## src/rtl/cpu_reg_initiator.sv

```systemverilog
`default_nettype none
// ============================================================================
//  Module      : cpu_reg_initiator
//  Description : CPU-side bus master for the host controller register file.
//                Queues register read/write commands and issues them one at a
//                time on the req/wr_valid/addrs/wr_data bus. It waits for
//                acknowledge, captures rd_data, and returns exactly one
//                response per command, in order. A timeout is reported as an
//                error, and so is an illegal address when checking is enabled.
//  Revision    : 1.0 - initial release
// ----------------------------------------------------------------------------
//  Parameters
//    FIFO_DEPTH     : command queue depth (power of two, >= 2)
//    TIMEOUT_CYCLES : max cycles req stays high without acknowledge (>= 2)
//  Build option
//    CPU_REG_ADDR_CHECK_EN : when defined, only the register map addresses
//                            are forwarded to the bus. Other addresses get an
//                            immediate error response with no bus cycle.
//  Ports
//    clk, rst_n        : clock (rising edge), asynchronous active-low reset
//    cmd_valid/ready   : command handshake (ready = queue not full)
//    cmd_write/addr/wdata : command payload
//    rsp_valid         : one-cycle response pulse (no back-pressure)
//    rsp_rdata/error   : response payload, valid with rsp_valid
//    busy              : FSM active or queue non-empty
//    req/wr_valid/addrs/wr_data : register bus request side
//    rd_data/acknowledge        : register bus completion side
// ============================================================================
module cpu_reg_initiator #(
    parameter int FIFO_DEPTH     = 4,
    parameter int TIMEOUT_CYCLES = 16
) (
    input  logic        clk,
    input  logic        rst_n,
    input  logic        cmd_valid,
    output logic        cmd_ready,
    input  logic        cmd_write,
    input  logic [11:0] cmd_addr,
    input  logic [31:0] cmd_wdata,
    output logic        rsp_valid,
    output logic [31:0] rsp_rdata,
    output logic        rsp_error,
    output logic        busy,
    output logic        req,
    output logic        wr_valid,
    output logic [11:0] addrs,
    output logic [31:0] wr_data,
    input  logic [31:0] rd_data,
    input  logic        acknowledge
);

    localparam int c_PTR_W = $clog2(FIFO_DEPTH);
    localparam int c_CNT_W = c_PTR_W + 1;
    localparam int c_TO_W  = $clog2(TIMEOUT_CYCLES) + 1;

    localparam logic [c_PTR_W-1:0] c_PTR_ONE = c_PTR_W'(1);
    localparam logic [c_CNT_W-1:0] c_FULL    = c_CNT_W'(FIFO_DEPTH);
    localparam logic [c_TO_W-1:0]  c_TO_LAST = c_TO_W'(TIMEOUT_CYCLES - 1);
    localparam logic [c_TO_W-1:0]  c_TO_MAX  = {c_TO_W{1'b1}};

    localparam logic [1:0] c_ST_IDLE   = 2'd0;
    localparam logic [1:0] c_ST_ACCESS = 2'd1;
    localparam logic [1:0] c_ST_RESP   = 2'd2;

    // ------------------------------------------------------------------------
    // Command queue
    // ------------------------------------------------------------------------
    logic [11:0]        r_fifo_addr  [FIFO_DEPTH];
    logic               r_fifo_write [FIFO_DEPTH];
    logic [31:0]        r_fifo_wdata [FIFO_DEPTH];
    logic [c_PTR_W-1:0] r_wr_ptr;
    logic [c_PTR_W-1:0] r_rd_ptr;
    logic [c_CNT_W-1:0] r_count;
    logic               r_cmd_ready;

    logic               w_push;
    logic               w_pop;
    logic [c_CNT_W-1:0] w_count_nxt;
    logic [11:0]        w_head_addr;
    logic               w_head_write;
    logic [31:0]        w_head_wdata;
    logic               w_head_legal;

    // FSM and command registers
    logic [1:0]         r_state;
    logic [1:0]         w_state_nxt;
    logic [11:0]        r_cmd_addr;
    logic               r_cmd_write;
    logic [31:0]        r_cmd_wdata;
    logic [11:0]        w_cmd_addr_nxt;
    logic               w_cmd_write_nxt;
    logic [31:0]        w_cmd_wdata_nxt;
    logic               w_rsp_err_nxt;
    logic [31:0]        w_rsp_rdata_nxt;
    logic [c_TO_W-1:0]  r_to_cnt;
    logic               w_timeout;

    // Registered outputs and their next values
    logic               r_req;
    logic               r_wr_valid;
    logic [11:0]        r_addrs;
    logic [31:0]        r_wr_data;
    logic               r_rsp_valid;
    logic               r_rsp_error;
    logic [31:0]        r_rsp_rdata;
    logic               r_busy;
    logic               w_req_nxt;
    logic               w_wr_valid_nxt;
    logic [11:0]        w_addrs_nxt;
    logic [31:0]        w_wr_data_nxt;
    logic               w_rsp_valid_nxt;
    logic               w_rsp_error_nxt;
    logic [31:0]        w_rsp_rdata_nxt_o;
    logic               w_busy_nxt;

    // cmd_ready is a register, so a pop in the same cycle cannot open the
    // queue to a push while it is full.
    assign w_push      = cmd_valid && r_cmd_ready;
    assign w_pop       = (r_state == c_ST_IDLE) && (r_count != '0);
    assign w_count_nxt = r_count + c_CNT_W'(w_push) - c_CNT_W'(w_pop);

    assign w_head_addr  = r_fifo_addr[r_rd_ptr];
    assign w_head_write = r_fifo_write[r_rd_ptr];
    assign w_head_wdata = r_fifo_wdata[r_rd_ptr];

    // Storage needs no reset: entries are only read once the count says so.
    always_ff @(posedge clk) begin
        if (w_push) begin
            r_fifo_addr[r_wr_ptr]  <= cmd_addr;
            r_fifo_write[r_wr_ptr] <= cmd_write;
            r_fifo_wdata[r_wr_ptr] <= cmd_wdata;
        end
    end

    always_ff @(posedge clk or negedge rst_n) begin
        if (!rst_n) begin
            r_wr_ptr    <= '0;
            r_rd_ptr    <= '0;
            r_count     <= '0;
            r_cmd_ready <= 1'b1;
        end else begin
            if (w_push) begin
                r_wr_ptr <= r_wr_ptr + c_PTR_ONE;
            end
            if (w_pop) begin
                r_rd_ptr <= r_rd_ptr + c_PTR_ONE;
            end
            r_count     <= w_count_nxt;
            r_cmd_ready <= (w_count_nxt != c_FULL);
        end
    end

    // ------------------------------------------------------------------------
    // Address legality
    // ------------------------------------------------------------------------
`ifdef CPU_REG_ADDR_CHECK_EN
    function automatic logic f_addr_legal(input logic [11:0] addr, input logic wr);
        logic ok;
        case (addr)
            12'h004, 12'h006, 12'h008, 12'h00A, 12'h00C, 12'h00E, 12'h010,
            12'h012, 12'h024, 12'h02A, 12'h030, 12'h032, 12'h054: ok = 1'b1;
            default:                                               ok = 1'b0;
        endcase
        // 0x024 and 0x030 are read-only registers.
        if (wr && ((addr == 12'h024) || (addr == 12'h030))) begin
            ok = 1'b0;
        end
        return ok;
    endfunction

    assign w_head_legal = f_addr_legal(w_head_addr, w_head_write);
`else
    assign w_head_legal = 1'b1;
`endif

    // ------------------------------------------------------------------------
    // FSM: state register
    // ------------------------------------------------------------------------
    always_ff @(posedge clk or negedge rst_n) begin
        if (!rst_n) begin
            r_state     <= c_ST_IDLE;
            r_cmd_addr  <= '0;
            r_cmd_write <= 1'b0;
            r_cmd_wdata <= '0;
        end else begin
            r_state     <= w_state_nxt;
            r_cmd_addr  <= w_cmd_addr_nxt;
            r_cmd_write <= w_cmd_write_nxt;
            r_cmd_wdata <= w_cmd_wdata_nxt;
        end
    end

    // The counter is held at zero outside ACCESS, so it starts from zero on
    // every entry. It counts ACCESS cycles already spent without acknowledge.
    always_ff @(posedge clk or negedge rst_n) begin
        if (!rst_n) begin
            r_to_cnt <= '0;
        end else if (r_state != c_ST_ACCESS) begin
            r_to_cnt <= '0;
        end else if (r_to_cnt != c_TO_MAX) begin
            r_to_cnt <= r_to_cnt + c_TO_W'(1);
        end
    end

    assign w_timeout = (r_to_cnt >= c_TO_LAST);

    // ------------------------------------------------------------------------
    // FSM: next state and transition data
    // ------------------------------------------------------------------------
    always_comb begin
        w_state_nxt     = r_state;
        w_cmd_addr_nxt  = r_cmd_addr;
        w_cmd_write_nxt = r_cmd_write;
        w_cmd_wdata_nxt = r_cmd_wdata;
        w_rsp_err_nxt   = 1'b0;
        w_rsp_rdata_nxt = '0;
        case (r_state)
            c_ST_IDLE: begin
                if (w_pop) begin
                    w_cmd_addr_nxt  = w_head_addr;
                    w_cmd_write_nxt = w_head_write;
                    w_cmd_wdata_nxt = w_head_wdata;
                    if (w_head_legal) begin
                        w_state_nxt = c_ST_ACCESS;
                    end else begin
                        w_state_nxt   = c_ST_RESP;
                        w_rsp_err_nxt = 1'b1;
                    end
                end
            end
            c_ST_ACCESS: begin
                // Acknowledge takes priority over a coincident timeout.
                if (acknowledge) begin
                    w_state_nxt     = c_ST_RESP;
                    w_rsp_rdata_nxt = r_cmd_write ? 32'h0 : rd_data;
                end else if (w_timeout) begin
                    w_state_nxt   = c_ST_RESP;
                    w_rsp_err_nxt = 1'b1;
                end
            end
            c_ST_RESP: begin
                w_state_nxt = c_ST_IDLE;
            end
            default: begin
                w_state_nxt = c_ST_IDLE;
            end
        endcase
    end

    // ------------------------------------------------------------------------
    // FSM: outputs, decoded from the next state and then registered so that
    // no input reaches an output without passing a flop.
    // ------------------------------------------------------------------------
    always_comb begin
        w_req_nxt         = 1'b0;
        w_wr_valid_nxt    = 1'b0;
        w_addrs_nxt       = '0;
        w_wr_data_nxt     = '0;
        w_rsp_valid_nxt   = 1'b0;
        w_rsp_error_nxt   = 1'b0;
        w_rsp_rdata_nxt_o = '0;
        w_busy_nxt        = (w_state_nxt != c_ST_IDLE) || (w_count_nxt != '0);
        case (w_state_nxt)
            c_ST_ACCESS: begin
                w_req_nxt      = 1'b1;
                w_wr_valid_nxt = w_cmd_write_nxt;
                w_addrs_nxt    = w_cmd_addr_nxt;
                w_wr_data_nxt  = w_cmd_write_nxt ? w_cmd_wdata_nxt : 32'h0;
            end
            c_ST_RESP: begin
                w_rsp_valid_nxt   = 1'b1;
                w_rsp_error_nxt   = w_rsp_err_nxt;
                w_rsp_rdata_nxt_o = w_rsp_rdata_nxt;
            end
            default: begin
                w_req_nxt = 1'b0;
            end
        endcase
    end

    always_ff @(posedge clk or negedge rst_n) begin
        if (!rst_n) begin
            r_req       <= 1'b0;
            r_wr_valid  <= 1'b0;
            r_addrs     <= '0;
            r_wr_data   <= '0;
            r_rsp_valid <= 1'b0;
            r_rsp_error <= 1'b0;
            r_rsp_rdata <= '0;
            r_busy      <= 1'b0;
        end else begin
            r_req       <= w_req_nxt;
            r_wr_valid  <= w_wr_valid_nxt;
            r_addrs     <= w_addrs_nxt;
            r_wr_data   <= w_wr_data_nxt;
            r_rsp_valid <= w_rsp_valid_nxt;
            r_rsp_error <= w_rsp_error_nxt;
            r_rsp_rdata <= w_rsp_rdata_nxt_o;
            r_busy      <= w_busy_nxt;
        end
    end

    assign cmd_ready = r_cmd_ready;
    assign req       = r_req;
    assign wr_valid  = r_wr_valid;
    assign addrs     = r_addrs;
    assign wr_data   = r_wr_data;
    assign rsp_valid = r_rsp_valid;
    assign rsp_error = r_rsp_error;
    assign rsp_rdata = r_rsp_rdata;
    assign busy      = r_busy;

endmodule
`default_nettype wire
```

## config.mk

```make
export PLATFORM = sky130hd
export DESIGN_NAME = cpu_reg_initiator
export DESIGN_NICKNAME = d
export VERILOG_FILES = /design/src/rtl/cpu_reg_initiator.sv
export SDC_FILE = /design/constraint.sdc
export NUM_CORES = 1
export LEC_CHECK = 0
export BUFFER_PORTS_ARGS = -buffer_cell sky130_fd_sc_hd__buf_2
export CORE_MARGIN = 2
export CORE_UTILIZATION = 40
export CTS_CLUSTER_DIAMETER = 30
export DETAILED_ROUTE_END_ITERATION = 8
export MAX_ROUTING_LAYER = met4
export SLEW_MARGIN = 20
export SYNTH_ARGS = -nofsm -noshare
export SYNTH_HDL_FRONTEND = slang
export SYNTH_SLANG_ARGS = --single-unit
export TNS_END_PERCENT = 5
```

## constraint.sdc

```tcl
create_clock -name clk -period 5.9 [get_ports clk]
set_clock_uncertainty 0.1 [all_clocks]
set_input_delay 0.59 -clock clk [delete_from_list [all_inputs] [get_ports clk]]
set_output_delay 0.59 -clock clk [all_outputs]
set_load 0.05 [all_outputs]
```

==> flow_summary.ini, run 1 <==
[outcome]
outcome = completed

[drt]
viasPerCell = 5.038
drtAntennaViolNets = 0
vias = 6695
drt_iter0_drc = 421
first_pass_iters = 4
drc = 0
routed_wl_um = 25880
wl_per_cell_um = 19.48

[placement]
numPortBuffers = 162
place_hpwl_um = 14960
gp_congestion = 0.7078
dp_cells = 1202
post_dp_cell_area_um2 = 13280

[die]
die_w_um = 178.8
die_h_um = 178.8
initial_core_util_pct = 40.90
die_area_um2 = 31960
rows = 63
pin_count = 163
core_um2 = 29870

[grt]
grt_pass1_vias = 7069
grt_max_degree = 101
antenna_found_initial = 3
gr-usage-all-layers_pct = 17.09
grt_pass1_wl_um = 39770
grt-ovfl-total = 0

[cts]
clkSlewWorstSetupHoldPaths_ns = 0.05
postCtsSetupBuffers = 0
hold_buffers = 0
clockBufferDepth = 3
htreeDepth = 3
cts_tree = done
cts_inserted_buffers = 68
ctsResizeCount = 0
clk_latency_ns = 0.56
cts-root-buf = clkbuf_16
numClockSinks = 321

[setup_path]
critPathLaunchType = register
critPathArrivalTime_ns = 3.41
cp-end-kind = register
crit_type = reg2reg
crit_top_cell = ha_1
critPathSlowestCell = or2_2
required_ns = 6.20
cp.buffers_inverters = 1
cpPeakStageDelay_ns = 0.76
crit_fanout = 46
cp_cell_sequence = or2_2 -> nor2_1 -> ha_1 -> inv_1 -> ha_1 -> fa_1 -> xor2_1 -> xnor2_1 -> nand4bb_1
cp_top_family = simple AND/OR/NAND/NOR gates

[yosys]
synth_top_family_by_area = multiplexers
ys_seq_elements = 321
synth-edff-count = 180
ys_warn_count = 0
synthSimpleGateAreaFrac_pct = 7.884
ys_types = 44
ys_top_cells_by_area = edfxtp_1, dfrtp_1, mux4_2
synth_xor_xnor_area_share_pct = 0.5017
synthDominantCellAreaShare_pct = 44.24
synth_top_cell_by_area = edfxtp_1
synth-main-ff-cell = edfxtp_1
netlist_instances = 682
synth_fa_ha_area_share_pct = 1.085
synthesis.nets = 773
muxShareOfSynthArea_pct = 8.591
ys_seq_area_share_pct = 73.12
synthArstFlopShare_pct = 43.93
synth_compound_area_share_pct = 5.888
netlist_area_um2 = 12220
synth.avg_cell_area_um2 = 17.92

[sta]
final_max_slew_viol_count = 0
tightest_slew_ns = 1.011
fmax_ghz = 0.3214
max-slew-margin-rel_pct = 32.57
tns_ns = 0
fin_crit_sh_pct = 52.73
hold_slack_ns = 0.05329
period_needed_ns = 3.111
setup_viol = 0
rsz0062_at_grt = false
hold_violations = 0

[layout]
area_delta_synth_final_pct = 27.30
fin_area_um2 = 15550
fin_nets = 973
drive_gt1_share_pct = 43.06
final_util_pct = 52.07
finalNonFillerCells = 1329

[flow_run]
drv_cap = 0

[power_and_ir_drop]
power.density_nw_per_um2 = 631.3
vdd_ir_drop_max_uv = 380.8
p_leak_nw = 6.467

[worst_hold_path]
worstHoldPathType = in2async
-- flip-flops by register name (all words and copies together), names as in the netlist, 2 cells and up --
| register | cells |
|---|---|
| r_fifo_wdata | 128 |
| r_fifo_addr | 48 |
| r_cmd_wdata | 32 |
| rsp_rdata | 32 |
| wr_data | 32 |
| addrs | 12 |
| r_cmd_addr | 12 |
| r_to_cnt | 5 |
| r_fifo_write | 4 |
| r_count | 3 |
| r_rd_ptr | 2 |
| r_state | 2 |
| r_wr_ptr | 2 |
-- metrics by stage --
step | power (mW) | worst slack [ns]
global placement | 6.218 | 2.807
CTS | 9.945 | 2.760
finish | 9.819 | 2.789
detailed placement | 6.256 | 2.768
global route | 10.31 | 2.593
floorplan | 5.596 | 3.469
-- cell families (layout without fill, tap and decap cells) --
| logic type | after synthesis | after routing |
|---|---|---|
| other | 0 | 3 |
| XOR/XNOR | 7 | 7 |
| AO/OA/AOI/OAI | 96 | 96 |
| AND/OR/NAND/NOR | 152 | 152 |
| multiplexers | 47 | 47 |
| flip-flops | 321 | 321 |
| buffers and inverters | 49 | 303 |
| adder cells (fa/ha/maj) | 10 | 10 |
-- metal layers --
metal / global-route usage, % / up-vias / wire length (um)
li1: - / 3013 / -
met1: 21.29 / 3418 / 11070
met2: 27.37 / 217 / 12700
met3: 4.347 / 47 / 1547
met4: 5.793 / 0 / 561
met5: - / - / 0
-- Yosys cell counts, drive strengths merged (3+ instances only) --
library cell	number
a21oi	16
clkbuf	9
dfrtp	140
ha	9
xnor2	4
and2	32
inv	8
buf	32
a22oi	32
o21ai	46
nand2	48
edfxtp	180
nand3	47
mux4	45
xor2	3
and3	5
nor2	9
-- path summary, 6_finish.rpt --
check                                         from                          end  slack, ns  cells after the start
hold reg to reg            r_cmd_addr[0]$_DFF_PN0_      r_cmd_addr[0]$_DFF_PN0_       0.38                      2
hold / removal                               rst_n       rsp_rdata[1]$_DFF_PN0_       0.05                      1
max in group asynchronous                    rst_n      r_rd_ptr[0]$_DFFE_PN0N_       4.50                      2
setup reg to reg              r_state[0]$_DFF_PN0_               busy$_DFF_PN0_       2.79                      9
setup / recovery              r_state[0]$_DFF_PN0_               busy$_DFF_PN0_       2.79                      9
min in group clk                       cmd_addr[2]  r_fifo_addr[1][2]$_DFFE_PP_       0.14                      1
-- cell usage in the layout, fill, tap and decap left out, types with 2 or more instances in the layout --
| cell | synthesis | routed |
|---|---|---|
| clkbuf_8 | 0 | 8 |
| nand2_1 | 48 | 48 |
| o21ai_1 | 5 | 5 |
| clkinv_2 | 0 | 10 |
| clkinvlp_4 | 0 | 10 |
| a22oi_2 | 29 | 29 |
| ha_1 | 9 | 9 |
| inv_2 | 2 | 2 |
| o21ai_0 | 41 | 41 |
| inv_1 | 6 | 6 |
| nand3_1 | 17 | 17 |
| buf_2 | 14 | 161 |
| clkinv_4 | 0 | 2 |
| mux4_1 | 4 | 4 |
| mux4_2 | 41 | 41 |
| xnor2_1 | 4 | 4 |
| xor2_1 | 3 | 3 |
| nor2_1 | 9 | 8 |
| inv_6 | 0 | 6 |
| edfxtp_1 | 180 | 180 |
| and2_1 | 32 | 32 |
| diode_2 | 0 | 3 |
| and3_2 | 0 | 4 |
| dfrtp_1 | 140 | 138 |
| clkbuf_1 | 8 | 6 |
| a22oi_1 | 3 | 3 |
| clkbuf_16 | 0 | 68 |
| nand3_2 | 29 | 29 |
| bufinv_16 | 0 | 4 |
| a21oi_1 | 16 | 16 |
| clkinv_8 | 0 | 5 |
| clkinv_1 | 0 | 4 |
| buf_4 | 4 | 9 |
-- final cells by class --
class | count | area (um^2)
fillers | 2465 | 14320
flip-flops and latches | 321 | 8940
multi-input cells | 312 | 2939
clock buffers | 82 | 1834
repair buffers | 171 | 884.6
well taps | 390 | 488.0
clock inverters | 42 | 431.7
inverters | 8 | 30.03
diodes | 3 | 7.507
-- where the power goes --
| group | total (mW) | switching [mW] | leakage, nW | internal [mW] |
|---|---|---|---|---|
| clock network | 3.64 | 1.22 | 1.09 | 2.41 |
| registers | 3.38 | 0.351 | 3.48 | 3.03 |
| logic | 2.80 | 1.91 | 1.91 | 0.893 |
(Power assumes the default switching activity.)
==> inputs of run 2 (changes only) <==
ABC_AREA = 1   (was not set)
clock period = 3.07 ns   (was 5.9 ns; I/O delays follow)
==> run 2 against run 1 <==
Against the previous run:
- sequential share of layout area decreased by 5.9 points
- register-to-register slack got worse by 2.1 ns
- clock power increased by 120%
- sequential cell count unchanged
- utilization increased by 3.1 points
- critical path type unchanged
- largest cell class unchanged
==> flow_summary.ini, run 2 <==
[yosys]
synth.avg_cell_area_um2 = 10.77
netlist_instances = 1178
synthDominantCellAreaShare_pct = 42.62
synth_most_common_cell = nand2_1
ys_seq_area_share_pct = 70.45
ys_types = 29
ys_top_cells_by_area = edfxtp_1, dfrtp_1, nand2_1
synth-edff-count = 180
netlist_area_um2 = 12680
ys_warn_count = 0
ys_seq_elements = 321
synthTopCellsByCount = nand2_1, inv_1, edfxtp_1, dfrtp_1, nor2_1
synthArstFlopShare_pct = 43.93
synth-main-ff-cell = edfxtp_1
synth_top_cell_by_area = edfxtp_1
synthesis.nets = 1269

[cts]
clkSlewWorstSetupHoldPaths_ns = 0.04
postCtsSetupBuffers = 0
cts_tree = done
cts-root-buf = clkbuf_16
cts_inserted_buffers = 75
clk_latency_ns = 0.57
numClockSinks = 321
clockBufferDepth = 3
ctsResizeCount = 0
htreeDepth = 3

[grt]
gr-usage-all-layers_pct = 17.63
grt-ovfl-total = 0
grt_max_degree = 74
antenna_found_initial = 1
grt_pass1_wl_um = 44480
grt_pass1_vias = 8740

[placement]
post_dp_cell_area_um2 = 13900
gp_congestion = 0.7714
place_hpwl_um = 15460
numPortBuffers = 162

[sta]
fmax_ghz = 0.4250
hold_violations = 0
tightest_slew_ns = 0.9896
fin_crit_sh_pct = 76.64
rsz0062_at_grt = false
setup_viol = 0
final_max_slew_viol_count = 0
period_needed_ns = 2.353
max-slew-margin-rel_pct = 33.86

[worst_hold_path]
worstHoldPathType = in2reg

[setup_path]
r2r_start = r_state[1]$_DFF_PN0_
critPathSlowestCell = fa_1
setup.worst_path.end = busy$_DFF_PN0_
crit_top_cell = ha_1
r2r-end = busy$_DFF_PN0_
regToRegSetupSlack_ns = 0.72
crit_type = reg2reg
cpPeakStageDelay_ns = 0.44
required_ns = 3.38
crit_fanout = 15
cp_cell_sequence = inv_2 -> nand2_1 -> a21oi_4 -> ha_1 -> inv_1 -> ha_1 -> fa_1 -> nor2_1 -> nand3_1
critPathLaunchType = register
critPathArrivalTime_ns = 2.66
rr_worst_depth = 9
startpoint = r_state[1]$_DFF_PN0_
cp-end-kind = register

[drt]
wl_per_cell_um = 14.36
vias = 8614
drtAntennaViolNets = 0
drt_iter0_drc = 458
first_pass_iters = 5
viasPerCell = 4.463
routed_wl_um = 27720
drc = 0

[die]
rows = 65
die_w_um = 182.1
core_um2 = 31390
die_area_um2 = 33150
die_h_um = 182.1
initial_core_util_pct = 40.40
pin_count = 163

[power_and_ir_drop]
power.density_nw_per_um2 = 1139
vdd_ir_drop_max_uv = 579.1
p_leak_nw = 8.368

[layout]
drive_gt1_share_pct = 21.87
regMostFlops = r_fifo_wdata
fin_area_um2 = 17330
fin_nets = 1558
mostFrequentLayoutCell = nand2_1
final_cell_mix = nand2_1, inv_1, edfxtp_1
largest_register_ffs = 128
area_delta_synth_final_pct = 36.64
top_regs = r_fifo_wdata x128, r_fifo_addr x48
final_util_pct = 55.20

[outcome]
outcome = completed

[flow_run]
drv_cap = 0
==> run 2: cell types whose count changed after synthesis, sizes merged, moves of 4 or more <==
cell and delta:
nand2 +280, a22oi -32, nand3 +24, inv +212
and3 -5, xnor2 -4, buf +4, nor2 +86
o21ai +15, mux4 -45, and2 -32
==> run 2: where the power goes <==
group	switching [mW]	total, mW	internal, mW
Combinational	4.07	5.55	1.48
Sequential	0.318	6.05	5.73
Clock	2.45	8.14	5.69
Total	6.83	19.7	12.9
==> run 2: logic make-up (layout without fill, tap and decap cells) <==
group | after synthesis | after routing | synth area share, %
other | 0 | 1 | 0
and+or+nand+nor | 496 | 496 | 15.91
buffers and inverters | 268 | 617 | 9.126
adders and majority gates | 10 | 10 | 1.046
DFF | 321 | 321 | 70.45
AOI/OAI and AO/OA | 81 | 81 | 3.325
xor gates and xnor gates | 2 | 2 | 0.1381
==> run 2: repair_timing <==
item / 4_1_cts / 5_1_grt
setup endpoints to repair: 0 / 0
hold endpoints to repair: 282 / 0
hold buffers: 79 / 0
==> run 2: worst min-delay path by stage <==
stage	start	to	slack (ns)	depth (start not counted)
final	cmd_valid	r_wr_ptr[0]$_DFFE_PN0P_	0.14	4
after global routing	cmd_valid	r_wr_ptr[0]$_DFFE_PN0P_	0.15	4
after CTS	cmd_valid	r_wr_ptr[0]$_DFFE_PN0P_	0.12	4
after floorplan	rst_n	addrs[0]$_DFF_PN0_	-0.09	0
after global placement	rst_n	r_cmd_wdata[11]$_DFF_PN0_	0.27	1
after detailed placement	rst_n	r_cmd_wdata[12]$_DFF_PN0_	0.27	1
==> run 2: critical path, delay by kind of cell (launching register included) <==
family | cells | cell delay, ns
AND/OR/NAND/NOR | 3 | 0.34
flip-flops | 1 | 0.37
adder cells (fa/ha/maj) | 3 | 0.90
AO/OA/AOI/OAI | 1 | 0.34
buffers and inverters | 2 | 0.15
==> run 2: per-layer routing <==
metal | up-vias | GRT usage (%) | routed length (um)
li1 | 4274 | - | -
met1 | 4055 | 21.21 | 12200
met2 | 236 | 28.85 | 13500
met3 | 49 | 3.632 | 1411
met4 | 0 | 7.871 | 614
met5 | - | - | 0
==> run 2: through the flow <==
| step | total power, mW | setup WS [ns] | TNS, ns | instances | hold WS (ns) |
|---|---|---|---|---|---|
| floorplan | 10.29 | -0.3071 | -55.27 | 1178 | -0.08859 |
| global placement | 11.53 | 0.7509 | 0 | 1713 | 0.2689 |
| detailed placement | 11.62 | 0.7118 | 0 | 1713 | 0.2725 |
| CTS | 19.96 | 0.7083 | 0 | 1929 | 0.1202 |
| global route | 20.93 | 0.4390 | 0 | 1930 | 0.1494 |
| finish | 19.73 | 0.7171 | 0 | 1930 | 0.1405 |
==> run 2: cell type report <==
cell class,instances,area (um^2)
repair buffers,259,1793
fillers,2610,14060
clock buffers,89,2012
multi-input cells,589,2620
clock inverters,48,628.1
well taps,402,503.0
inverters,221,830.8
flip-flops and latches,321,8940
diodes,1,2.502
